<file path="config.mk">
export PLATFORM = sky130hd
export DESIGN_NAME = lsu
export DESIGN_NICKNAME = d
export VERILOG_FILES = /design/src/rtl/lsu_pkg.sv /design/src/rtl/lsu_align.sv /design/src/rtl/lsu.sv
export SDC_FILE = /design/constraint.sdc
export NUM_CORES = 1
export LEC_CHECK = 0
export CAP_MARGIN = 20
export CORE_AREA = 2 2 118 120
export CTS_CLUSTER_SIZE = 28
export DETAILED_ROUTE_END_ITERATION = 8
export DIE_AREA = 0 0 120 122
export GPL_TIMING_DRIVEN = 0
export PLACE_DENSITY_LB_ADDON = 0.2
export SLEW_MARGIN = 20
export SYNTH_ARGS = -nofsm -noshare
export SYNTH_HDL_FRONTEND = slang
export SYNTH_SLANG_ARGS = --single-unit
export TNS_END_PERCENT = 20
</file>
<file path="constraint.sdc">
create_clock -name clk -period 12.75 [get_ports clk]
set_input_delay 3.825 -clock clk [delete_from_list [all_inputs] [get_ports clk]]
set_output_delay 3.825 -clock clk [all_outputs]
set_load 0.02 [all_outputs]
</file>
<file path="src/rtl/lsu_pkg.sv">
// lsu_pkg: shared definitions for the load/store unit.
//   RegBus          - datapath width (32)
//   Assert/Asserted - active-level constants for control signals
//   lsu_state_e     - FSM state encodings LsuIdle / LsuReq / LsuWait
//   MemB..MemHU     - funct3 access-size codes
//   mem_size()      - maps funct3 to an access width; unlisted codes act as word
package lsu_pkg;

  localparam int RegBus = 32;

  localparam logic Assert   = 1'b1;
  localparam logic Asserted = 1'b1;

  typedef enum logic [1:0] {
    LsuIdle = 2'd0,
    LsuReq  = 2'd1,
    LsuWait = 2'd2
  } lsu_state_e;

  localparam logic [2:0] MemB  = 3'b000;
  localparam logic [2:0] MemH  = 3'b001;
  localparam logic [2:0] MemW  = 3'b010;
  localparam logic [2:0] MemBU = 3'b100;
  localparam logic [2:0] MemHU = 3'b101;

  typedef enum logic [1:0] {
    SzByte = 2'd0,
    SzHalf = 2'd1,
    SzWord = 2'd2
  } mem_size_e;

  function automatic mem_size_e mem_size(input logic [2:0] funct3);
    case (funct3)
      MemB, MemBU: return SzByte;
      MemH, MemHU: return SzHalf;
      default:     return SzWord;
    endcase
  endfunction

endpackage

</file>
<file path="src/rtl/lsu_align.sv">
// lsu_align: combinational lane steering for the load/store unit.
// Ports:
//   st_funct3, st_off, st_data -> be, wdata : byte enables and replicated
//                                             store data for a request
//   ld_funct3, ld_off, rdata   -> ldata     : selected and sign/zero-extended
//                                             load data
// Offsets arriving here are already forced to the access's natural alignment.
module lsu_align
  import lsu_pkg::*;
(
  input  logic [2:0]        st_funct3,
  input  logic [1:0]        st_off,
  input  logic [RegBus-1:0] st_data,
  output logic [3:0]        be,
  output logic [RegBus-1:0] wdata,
  input  logic [2:0]        ld_funct3,
  input  logic [1:0]        ld_off,
  input  logic [RegBus-1:0] rdata,
  output logic [RegBus-1:0] ldata
);

  logic [7:0]  ld_byte;
  logic [15:0] ld_half;

  always_comb begin
    be    = 4'b1111;
    wdata = st_data;
    case (mem_size(st_funct3))
      SzByte: begin
        be    = 4'b0001 << st_off;
        wdata = {4{st_data[7:0]}};
      end
      SzHalf: begin
        be    = 4'b0011 << st_off;
        wdata = {2{st_data[15:0]}};
      end
      default: begin
        be    = 4'b1111;
        wdata = st_data;
      end
    endcase
  end

  assign ld_byte = rdata[{ld_off, 3'b000} +: 8];
  assign ld_half = rdata[{ld_off[1], 4'b0000} +: 16];

  always_comb begin
    ldata = rdata;
    case (ld_funct3)
      MemB:    ldata = {{24{ld_byte[7]}}, ld_byte};
      MemBU:   ldata = {24'h0, ld_byte};
      MemH:    ldata = {{16{ld_half[15]}}, ld_half};
      MemHU:   ldata = {16'h0, ld_half};
      default: ldata = rdata;
    endcase
  end

endmodule

</file>
<file path="src/rtl/lsu.sv">
// lsu: memory-stage load/store unit. Accepts one instruction per handshake,
// runs the dmem request/grant/response protocol and hands aligned, extended
// load data (or the pass-through ALU result) to writeback.
// Ports:
//   clk, rst (async, active-high)
//   in_valid_i / in_ready_o            - handshake from execute
//   ctrl_mem_read_i, ctrl_mem_write_i  - load / store (neither = pass-through)
//   ctrl_wb_Mem2Reg_i, funct3_i, alu_result_i, store_data_i
//   dmem_req_o/gnt_i/we_o/addr_o/be_o/wdata_o, dmem_rvalid_i/rdata_i
//   wb_valid_o, mem_read_data_o, alu_result_o, ctrl_wb_Mem2Reg_o, misalign_o
// Build option: LSU_MISALIGN_TRAP_EN - misaligned H/W accesses trap instead
// of being silently realigned.
//
// state   | meaning
// --------+----------------------------------------------------------
// LsuIdle | ready for a new instruction; pass-through/trap finish here
// LsuReq  | dmem_req_o high, request fields held until dmem_gnt_i
// LsuWait | load granted, waiting for dmem_rvalid_i
module lsu
  import lsu_pkg::*;
(
  input  logic              clk,
  input  logic              rst,
  input  logic              in_valid_i,
  output logic              in_ready_o,
  input  logic              ctrl_mem_read_i,
  input  logic              ctrl_mem_write_i,
  input  logic              ctrl_wb_Mem2Reg_i,
  input  logic [2:0]        funct3_i,
  input  logic [RegBus-1:0] alu_result_i,
  input  logic [RegBus-1:0] store_data_i,
  output logic              dmem_req_o,
  input  logic              dmem_gnt_i,
  output logic              dmem_we_o,
  output logic [RegBus-1:0] dmem_addr_o,
  output logic [3:0]        dmem_be_o,
  output logic [RegBus-1:0] dmem_wdata_o,
  input  logic              dmem_rvalid_i,
  input  logic [RegBus-1:0] dmem_rdata_i,
  output logic              wb_valid_o,
  output logic [RegBus-1:0] mem_read_data_o,
  output logic [RegBus-1:0] alu_result_o,
  output logic              ctrl_wb_Mem2Reg_o,
  output logic              misalign_o
);

  lsu_state_e        state;
  logic [2:0]        funct3_q;
  logic [1:0]        off_q;
  logic [1:0]        off_in;
  logic [1:0]        eff_off;
  logic              is_mem;
  logic              trap;
  logic [3:0]        be_nxt;
  logic [RegBus-1:0] wdata_nxt;
  logic [RegBus-1:0] ldata;

  assign off_in = alu_result_i[1:0];
  assign is_mem = ctrl_mem_read_i | ctrl_mem_write_i;

  // Natural alignment of the access; a misaligned request is the one whose
  // raw offset differs from it.
  always_comb begin
    eff_off = off_in;
    case (mem_size(funct3_i))
      SzHalf:  eff_off = {off_in[1], 1'b0};
      SzWord:  eff_off = 2'b00;
      default: eff_off = off_in;
    endcase
  end

`ifdef LSU_MISALIGN_TRAP_EN
  assign trap = is_mem & (off_in != eff_off);
`else
  assign trap = 1'b0;
`endif

  // Store side steered from the incoming instruction (registered on accept);
  // load side from the latched size/offset against the live response bus.
  lsu_align u_align (
    .st_funct3 (funct3_i),
    .st_off    (eff_off),
    .st_data   (store_data_i),
    .be        (be_nxt),
    .wdata     (wdata_nxt),
    .ld_funct3 (funct3_q),
    .ld_off    (off_q),
    .rdata     (dmem_rdata_i),
    .ldata     (ldata)
  );

  always_ff @(posedge clk or posedge rst) begin
    if (rst) begin
      state             <= LsuIdle;
      funct3_q          <= 3'b000;
      off_q             <= 2'b00;
      in_ready_o        <= 1'b1;
      dmem_req_o        <= 1'b0;
      dmem_we_o         <= 1'b0;
      dmem_addr_o       <= '0;
      dmem_be_o         <= 4'b0000;
      dmem_wdata_o      <= '0;
      wb_valid_o        <= 1'b0;
      mem_read_data_o   <= '0;
      alu_result_o      <= '0;
      ctrl_wb_Mem2Reg_o <= 1'b0;
      misalign_o        <= 1'b0;
    end else begin
      wb_valid_o <= 1'b0;
      misalign_o <= 1'b0;
      case (state)
        LsuIdle: begin
          if (in_valid_i) begin
            alu_result_o      <= alu_result_i;
            ctrl_wb_Mem2Reg_o <= ctrl_wb_Mem2Reg_i;
            funct3_q          <= funct3_i;
            off_q             <= eff_off;
            if (trap) begin
              wb_valid_o      <= 1'b1;
              misalign_o      <= 1'b1;
              mem_read_data_o <= '0;
            end else if (is_mem) begin
              state        <= LsuReq;
              in_ready_o   <= 1'b0;
              dmem_req_o   <= 1'b1;
              dmem_we_o    <= ~ctrl_mem_read_i;
              dmem_addr_o  <= {alu_result_i[RegBus-1:2], 2'b00};
              dmem_be_o    <= be_nxt;
              dmem_wdata_o <= wdata_nxt;
              // A load keeps the previous result visible until its own data lands.
              if (!ctrl_mem_read_i) begin
                mem_read_data_o <= '0;
              end
            end else begin
              wb_valid_o      <= 1'b1;
              mem_read_data_o <= '0;
            end
          end
        end
        LsuReq: begin
          if (dmem_gnt_i) begin
            dmem_req_o <= 1'b0;
            if (dmem_we_o) begin
              state      <= LsuIdle;
              in_ready_o <= 1'b1;
              wb_valid_o <= 1'b1;
            end else begin
              state <= LsuWait;
            end
          end
        end
        LsuWait: begin
          if (dmem_rvalid_i) begin
            state           <= LsuIdle;
            in_ready_o      <= 1'b1;
            wb_valid_o      <= 1'b1;
            mem_read_data_o <= ldata;
          end
        end
        default: begin
          state      <= LsuIdle;
          in_ready_o <= 1'b1;
          dmem_req_o <= 1'b0;
        end
      endcase
    end
  end

endmodule

</file>
==> impl_results.md, run 1 <==
* Fin crit period at around 5400 ps
* Gpl congestion at about 0.97
* Top Layer Used: met4
* First-pass GRT wire length at 29.84 mm
* Clk_skew at 4.361 ps
* Via-to-Cell Ratio at about 5.4
* Final Max Tran Viols at 0
* Metal2 WL at 9.308 mm
* DR vias at 5744
* Synth cell count leaders: 172 x nand2_1, 141 x dfrtp_1, 38 x mux2_1
* CTS buffer count at 17
* Worst R2R Path Depth at 7
* Worst-case clock buffer depth at 2
* Status: complete, no violations
* CTS HTree Levels at 4
* Reg power frac at about a third
* Worst Tran Pin Value at slightly above 1000 ps
* Post-synth EDFFs at 0
* Final WS setup at around 7300 ps
* Register bit count reported by yosys at ~140
* Drc violations at 0
* Multi-input gate area at ~2600 sq um
* Syn_area_per_cell at approximately 10 sq um
* Die Y at 122 um
* WL/cell at around 18 um
* Critical path's slowest cell: clkdlybuf4s50_1
* DR WL met3 at ~2 mm
* Max stage delay on crit path at 670 ps
* Most frequent cell after synthesis: nand2_1
* Net Sw Frac at between 30% and 40%
* Yosys top cell area share at between 50% and 60%
* Yosys warnings at 0
* Core ar. at ~14000 sq um
* ANT cells at 0
* IO Pins at around 250
* Total power at about 2.5 mW
* CTS root buf: clkbuf_16
* Slew headroom at 32.41%
* DPL Wire Length at between 10 and 15 mm
* Crit path arrival time at around 1600 ps
* GRT Util Overall at about a quarter
* TritonRoute pass-1 iters at 7
* Leak at 4.286 nW
* Fillers at 1032
* Pwr dens at 257.0 nW/um^2
* DIE AREA at around 15000 sq um
* Final Hold Viols at 0
* Area Overhead vs Synth at 51.93%
* Setup Buffers After CTS at 0
* Clk pwr share at a little over a fifth
* Layout Utilization at 71.27%
* Startpoint types: flip-flop
* RSZ-0062 raised after global routing: no
* Largest net degree at the start of global routing at 75
* # placed instances at 1033
* Nets at 979
* Cells after Synth at approximately 610
* Clock sinks at 142
* Power Internal at about 1.5 mW
* CP Class: reg -> out
* Detail Route Antenna Nets at 0
* Netlist area before placement at approximately 6300 sq um
* Initial antenna violation count at 0
* Cell variety after synth at 46
* Pre-CTS setup slack at just under 7000 ps
* Leading area contributor after synthesis: dfrtp_1
* Share of layout cells above drive strength 1 at ~8.0%
* Port Buffers at approximately 240
* Largest delay contributor family on the critical path: buffers and inverters
* Crit-path max FO at 2
* Max-cap violation count at 0
* Worst Setup End Kind: primary output
* Top post-synthesis cells by area: dfrtp_1 56%, nand2_1 10%, mux2_1 6.8%
* Crit path depth at 1
* Hold buffer count at cts at 0
* Initial drt markers at about 520
* Setup-failing EPs final at 0
* Final period utilization at between 40% and 50%
* Register area at about 3600 sq um
* Final non-filler cell total at 1063
* Critical path, cell by cell: clkdlybuf4s50_1
* Critical Path RT at approximately 8900 ps
* Buffers & Inverters on Critical Path at 1
* Die W at 120 um
* Overflow after GRT at 0
* Peak VDD IR at approximately 0.16 mV
* Insertion delay to the later sink of the worst-skew pair at between 400 and 500 ps
* Worst-path clk slew at roughly 60 ps
* Async SR Flop Fraction at 100.0%
* Initial Utilization at 46.91%
* Setup TNS at 0 ps
* Seq/Total Area, Yosys at 56.11%
* Post-place instance area at ~9000 sq um
* Sw power at around 940 uW
* Ys flop type: dfrtp_1
* Final wirelength at between 15 and 20 mm
* Max Fclk at between 150 and 200 MHz
* Routed metal-1 wirelength at a little over 7 mm
* Hold_ws at 475.5 ps
* FP Rows at 43
* Worst Hold Depth at 2
* Cts repair resizes at 0
* Vias in the first global route at roughly 5700
* Post-layout instance area at 9624 sq um
* Logic gate share of total power at ~47%
* Min-Delay Path Class: reg -> reg
* CTS tree: yes
## power by group through the flow
stage / combinational [mW] / clock [mW] / sequential (mW)
finish: 1.17 / 0.517 / 0.786
global route: 1.25 / 0.540 / 0.812
CTS: 1.18 / 0.521 / 0.787
detailed placement: 1.17 / 0 / 0.791
global placement: 1.15 / 0 / 0.778
floorplan: 0.355 / 0 / 1.02
## metal layers
metal	GRT usage, %	vias up
li1	-	2616
met4	11.32	0
met1	31.42	2737
met2	43.43	329
met5	0	-
met3	9.644	62
## cell usage in the layout (no fill, tap or decap), types with 2 or more instances in the layout
| cell type | synthesis | routed |
|---|---|---|
| clkbuf_1 | 15 | 15 |
| o21ai_1 | 19 | 19 |
| o21a_1 | 8 | 8 |
| mux2_2 | 3 | 3 |
| conb_1 | 1 | 3 |
| mux2i_1 | 28 | 28 |
| dfrtp_1 | 141 | 141 |
| clkdlybuf4s50_1 | 0 | 241 |
| nand2b_1 | 9 | 9 |
| clkbuf_16 | 0 | 17 |
| a21oi_1 | 19 | 19 |
| o221ai_1 | 6 | 6 |
| clkinv_1 | 2 | 2 |
| mux4_2 | 6 | 6 |
| o211ai_1 | 2 | 2 |
| nor3_1 | 2 | 2 |
| nand2_1 | 172 | 172 |
| o22a_1 | 6 | 6 |
| a22oi_1 | 15 | 15 |
| and2_1 | 2 | 2 |
| buf_2 | 20 | 20 |
| a21o_1 | 2 | 2 |
| nor2b_1 | 2 | 2 |
| nor2_1 | 30 | 30 |
| bufinv_16 | 0 | 4 |
| clkinv_4 | 0 | 2 |
| buf_4 | 3 | 3 |
| nor4_1 | 2 | 2 |
| mux2_1 | 38 | 38 |
| o21ai_0 | 31 | 31 |
| o31ai_1 | 4 | 4 |
| nand3_1 | 2 | 2 |
| clkinv_2 | 0 | 5 |
## final cells by class
type | count | share of cell area (%)
Buffer | 41 | 2.067
Clock buffer | 18 | 4.563
Clock inverter | 12 | 1.768
Inverter | 4 | 0.2340
Multi-Input combinational cell | 424 | 26.74
Sequential cell | 142 | 36.93
Tap cell | 180 | 2.340
Timing Repair Buffer | 242 | 25.35
## logic make-up (layout without fill, tap and decap cells)
logic type | Yosys count | in the layout | synth area share (%)
flops | 142 | 142 | 56.11
other cells | 1 | 3 | 0.05920
simple gates | 228 | 228 | 14.83
compound gates | 118 | 118 | 11.77
mux | 75 | 75 | 13.85
buf+inv | 45 | 317 | 3.377
## registers in the layout, summed over array words and instances (netlist names)
signal,count
wb_valid_o,1
dmem_be_o,4
off_q,2
mem_read_data_o,32
ctrl_wb_Mem2Reg_o,1
in_ready_o,1
alu_result_o,32
funct3_q,3
dmem_wdata_o,32
state,2
dmem_req_o,1
dmem_we_o,1
dmem_addr_o,30
## final timing paths
check / end / startpoint / slack (ps)
worst max-delay path: in_ready_o / in_ready_o$_DFFE_PP1P_ / 7310
worst min-delay path: alu_result_o[4]$_DFFE_PP0P_ / alu_result_o[4]$_DFFE_PP0P_ / 480
worst max register to register: dmem_wdata_o[11]$_DFFE_PP0P_ / state[1]$_DFFE_PP0P_ / 10750
worst min register to register: alu_result_o[4]$_DFFE_PP0P_ / alu_result_o[4]$_DFFE_PP0P_ / 480
max in group asynchronous: in_ready_o$_DFFE_PP1P_ / rst / 8150
min in group asynchronous: dmem_addr_o[8]$_DFFE_PP0P_ / rst / 3840
## worst reg2reg max path: cells and delay by family (launching register included)
kind                   cells  cell delay [ps]
buffers and inverters      3              660
AND/OR/NAND/NOR            2              550
AO/OA/AOI/OAI              2              300
flip-flops                 1              370
No activity file was read; power rests on OpenSTA's default activity.
==> inputs of run 2 (changes only) <==
CORE_AREA = 2 2 129 131   (was 2 2 118 120)
DIE_AREA = 0 0 131 133   (was 0 0 120 122)
clock period = 4.6 ns   (was 12.75 ns; I/O delays follow)
==> impl_results.md, run 2 (synthesized netlist as in run 1, its figures left out) <==
* Peak VDD IR at between 0.3 and 0.4 mV
* Total power at slightly below 7 mW
* Setup Buffers After CTS at 0
* Overflow after GRT at 0
* Sw power at 2.600 mW
* Slew headroom at a little over a third
* Setup TNS at 0 ps
* Port Buffers at between 200 and 250
* Gpl congestion at just under 0.9
* Reg power frac at around a third
* RSZ-0062 raised after global routing: no
* FP Rows at 47
* Clk pwr share at between 20% and 30%
* Final wirelength at just under 20 mm
* Met1 Use GR at around 29%
* Min-delay src: alu_result_o[14]$_DFFE_PP0P_
* Worst Tran Pin Value at 959.4 ps
* Critical path, cell by cell: clkdlybuf4s50_1
* CTS HTree Levels at 4
* Worst setup path startpoint: in_ready_o$_DFFE_PP1P_
* Most used routing layer: met2
* Net Sw Frac at 37.94%
* Max stage delay on crit path at between 600 and 700 ps
* Fin crit period at roughly 3000 ps
* Worst-path clk slew at 60 ps
* TritonRoute pass-1 iters at 4
* GRT Util Overall at a little under a quarter
* Largest registers: alu_result_o (32), dmem_wdata_o (32), mem_read_data_o (32)
* Die Y at 133 um
* Max Fclk at roughly 340 MHz
* Startpoint types: flip-flop
* Via-to-Cell Ratio at roughly 5
* Leak at around 4.3 nW
* Final Hold Viols at 0
* Critical path's slowest cell: clkdlybuf4s50_1
* CP Class: reg -> out
* Hold buffer count at cts at 0
* Final period utilization at roughly 64%
* Clock sinks at about 140
* Min-Delay Path Class: reg -> reg
* DPL Wire Length at 15.07 mm
* Detail Route Antenna Nets at 0
* Final Max Tran Viols at 0
* Clk_skew at ~7.7 ps
* Pwr dens at between 700 and 800 nW/um^2
* Crit path arrival time at approximately 1600 ps
* Share of layout cells above drive strength 1 at 8.343%
* Commonest non-fill, non-tap cell in the layout: clkdlybuf4s50_1
* Area Overhead vs Synth at 53.60%
* CTS tree: yes
* Largest delay contributor family on the critical path: buffers and inverters
* Buffers & Inverters on Critical Path at 1
* Die W at 131 um
* Met2 GRT Util at a little under two fifths
* Power Internal at about 4.3 mW
* First-pass GRT wire length at between 30 and 40 mm
* Cts repair resizes at 0
* CTS buffer count at 17
* IO Pins at around 250
* Insertion delay to the later sink of the worst-skew pair at between 400 and 500 ps
* Largest net degree at the start of global routing at 33
* Vias in the first global route at ~5800
* WL/cell at around 18 um
* Max-cap violation count at 0
* ANT cells at 0
* Initial Utilization at 39.17%
* Reg2Reg Launch Point: state[1]$_DFFE_PP0P_
* Initial antenna violation count at 0
* Logic gate share of total power at 47.5%
* CTS root buf: clkbuf_16
* Final WS setup at 1640 ps
* Nets at roughly 980
* DR vias at ~5700
* GRT met3 Usage at 8.249%
* Critical Path RT at around 3200 ps
* Crit-path max FO at 2
* Pre-CTS setup slack at about 1200 ps
* DIE AREA at between 15000 and 20000 sq um
* Most frequent cells in the layout: 241 x clkdlybuf4s50_1, 172 x nand2_1, 141 x dfrtp_1, 38 x mux2_1, 31 x o21ai_0
* Worst-case clock buffer depth at 2
* Drc violations at 0
* Initial drt markers at 345
* Setup-failing EPs final at 0
* Status: complete, no violations
* Worst Setup End Kind: primary output
* Core ar. at 16170 sq um
run 2: cell types whose count changed in the layout (fill, tap and decap cells not counted), sizes merged:
cell and change:
bufinv -1, clkinv -4, clkbuf +4, clkinvlp +2
buf +3
run 2: power by group through the flow:
stage,sequential (mW),combinational [mW],clock (mW)
finish,2.17,3.25,1.43
global route,2.24,3.49,1.52
CTS,2.17,3.28,1.45
floorplan,2.83,0.984,0
detailed placement,2.19,3.27,0
global placement,2.16,3.21,0
run 2: final timing paths:
path                                           endpoint  slack [ps]  cells past startpoint
min                        alu_result_o[14]$_DFFE_PP0P_         470                      2
min reg2reg                alu_result_o[14]$_DFFE_PP0P_         470                      2
max                                          in_ready_o        1640                      1
max in group asynchronous        in_ready_o$_DFFE_PP1P_        2350                      4
min in group asynchronous   dmem_addr_o[23]$_DFFE_PP0P_        1400                      2
max reg2reg                dmem_wdata_o[30]$_DFFE_PP0P_        2600                      7
run 2: layer usage:
metal | wire [um] | vias up
met5 | 0 | -
met4 | 597 | 0
met3 | 1797 | 45
met2 | 9541 | 237
met1 | 7876 | 2765
li1 | - | 2625
run 2: layout make-up:
cell class                 count  area (sq um)
fill                        1336          6441
inverter                       4         18.77
clock buffer                  22         484.2
clock inverter                 9         132.6
buffer                        41         198.9
tap                          220         275.3
multi-input combinational    424          2574
timing repair buffer         245          2492
sequential                   142          3555
run 2: metrics by stage:
step,hold slack [ps],std cells,util (%),area (sq um)
2_1_floorplan,508.8,611,-,6346
3_3_place_gp,458.0,1072,55.86,9034
3_5_place_dp,461.1,1076,56.36,9114
4_1_cts,476.1,1107,60.17,9731
5_1_grt,502.0,1107,60.17,9731
6_report,470.3,1107,60.17,9731
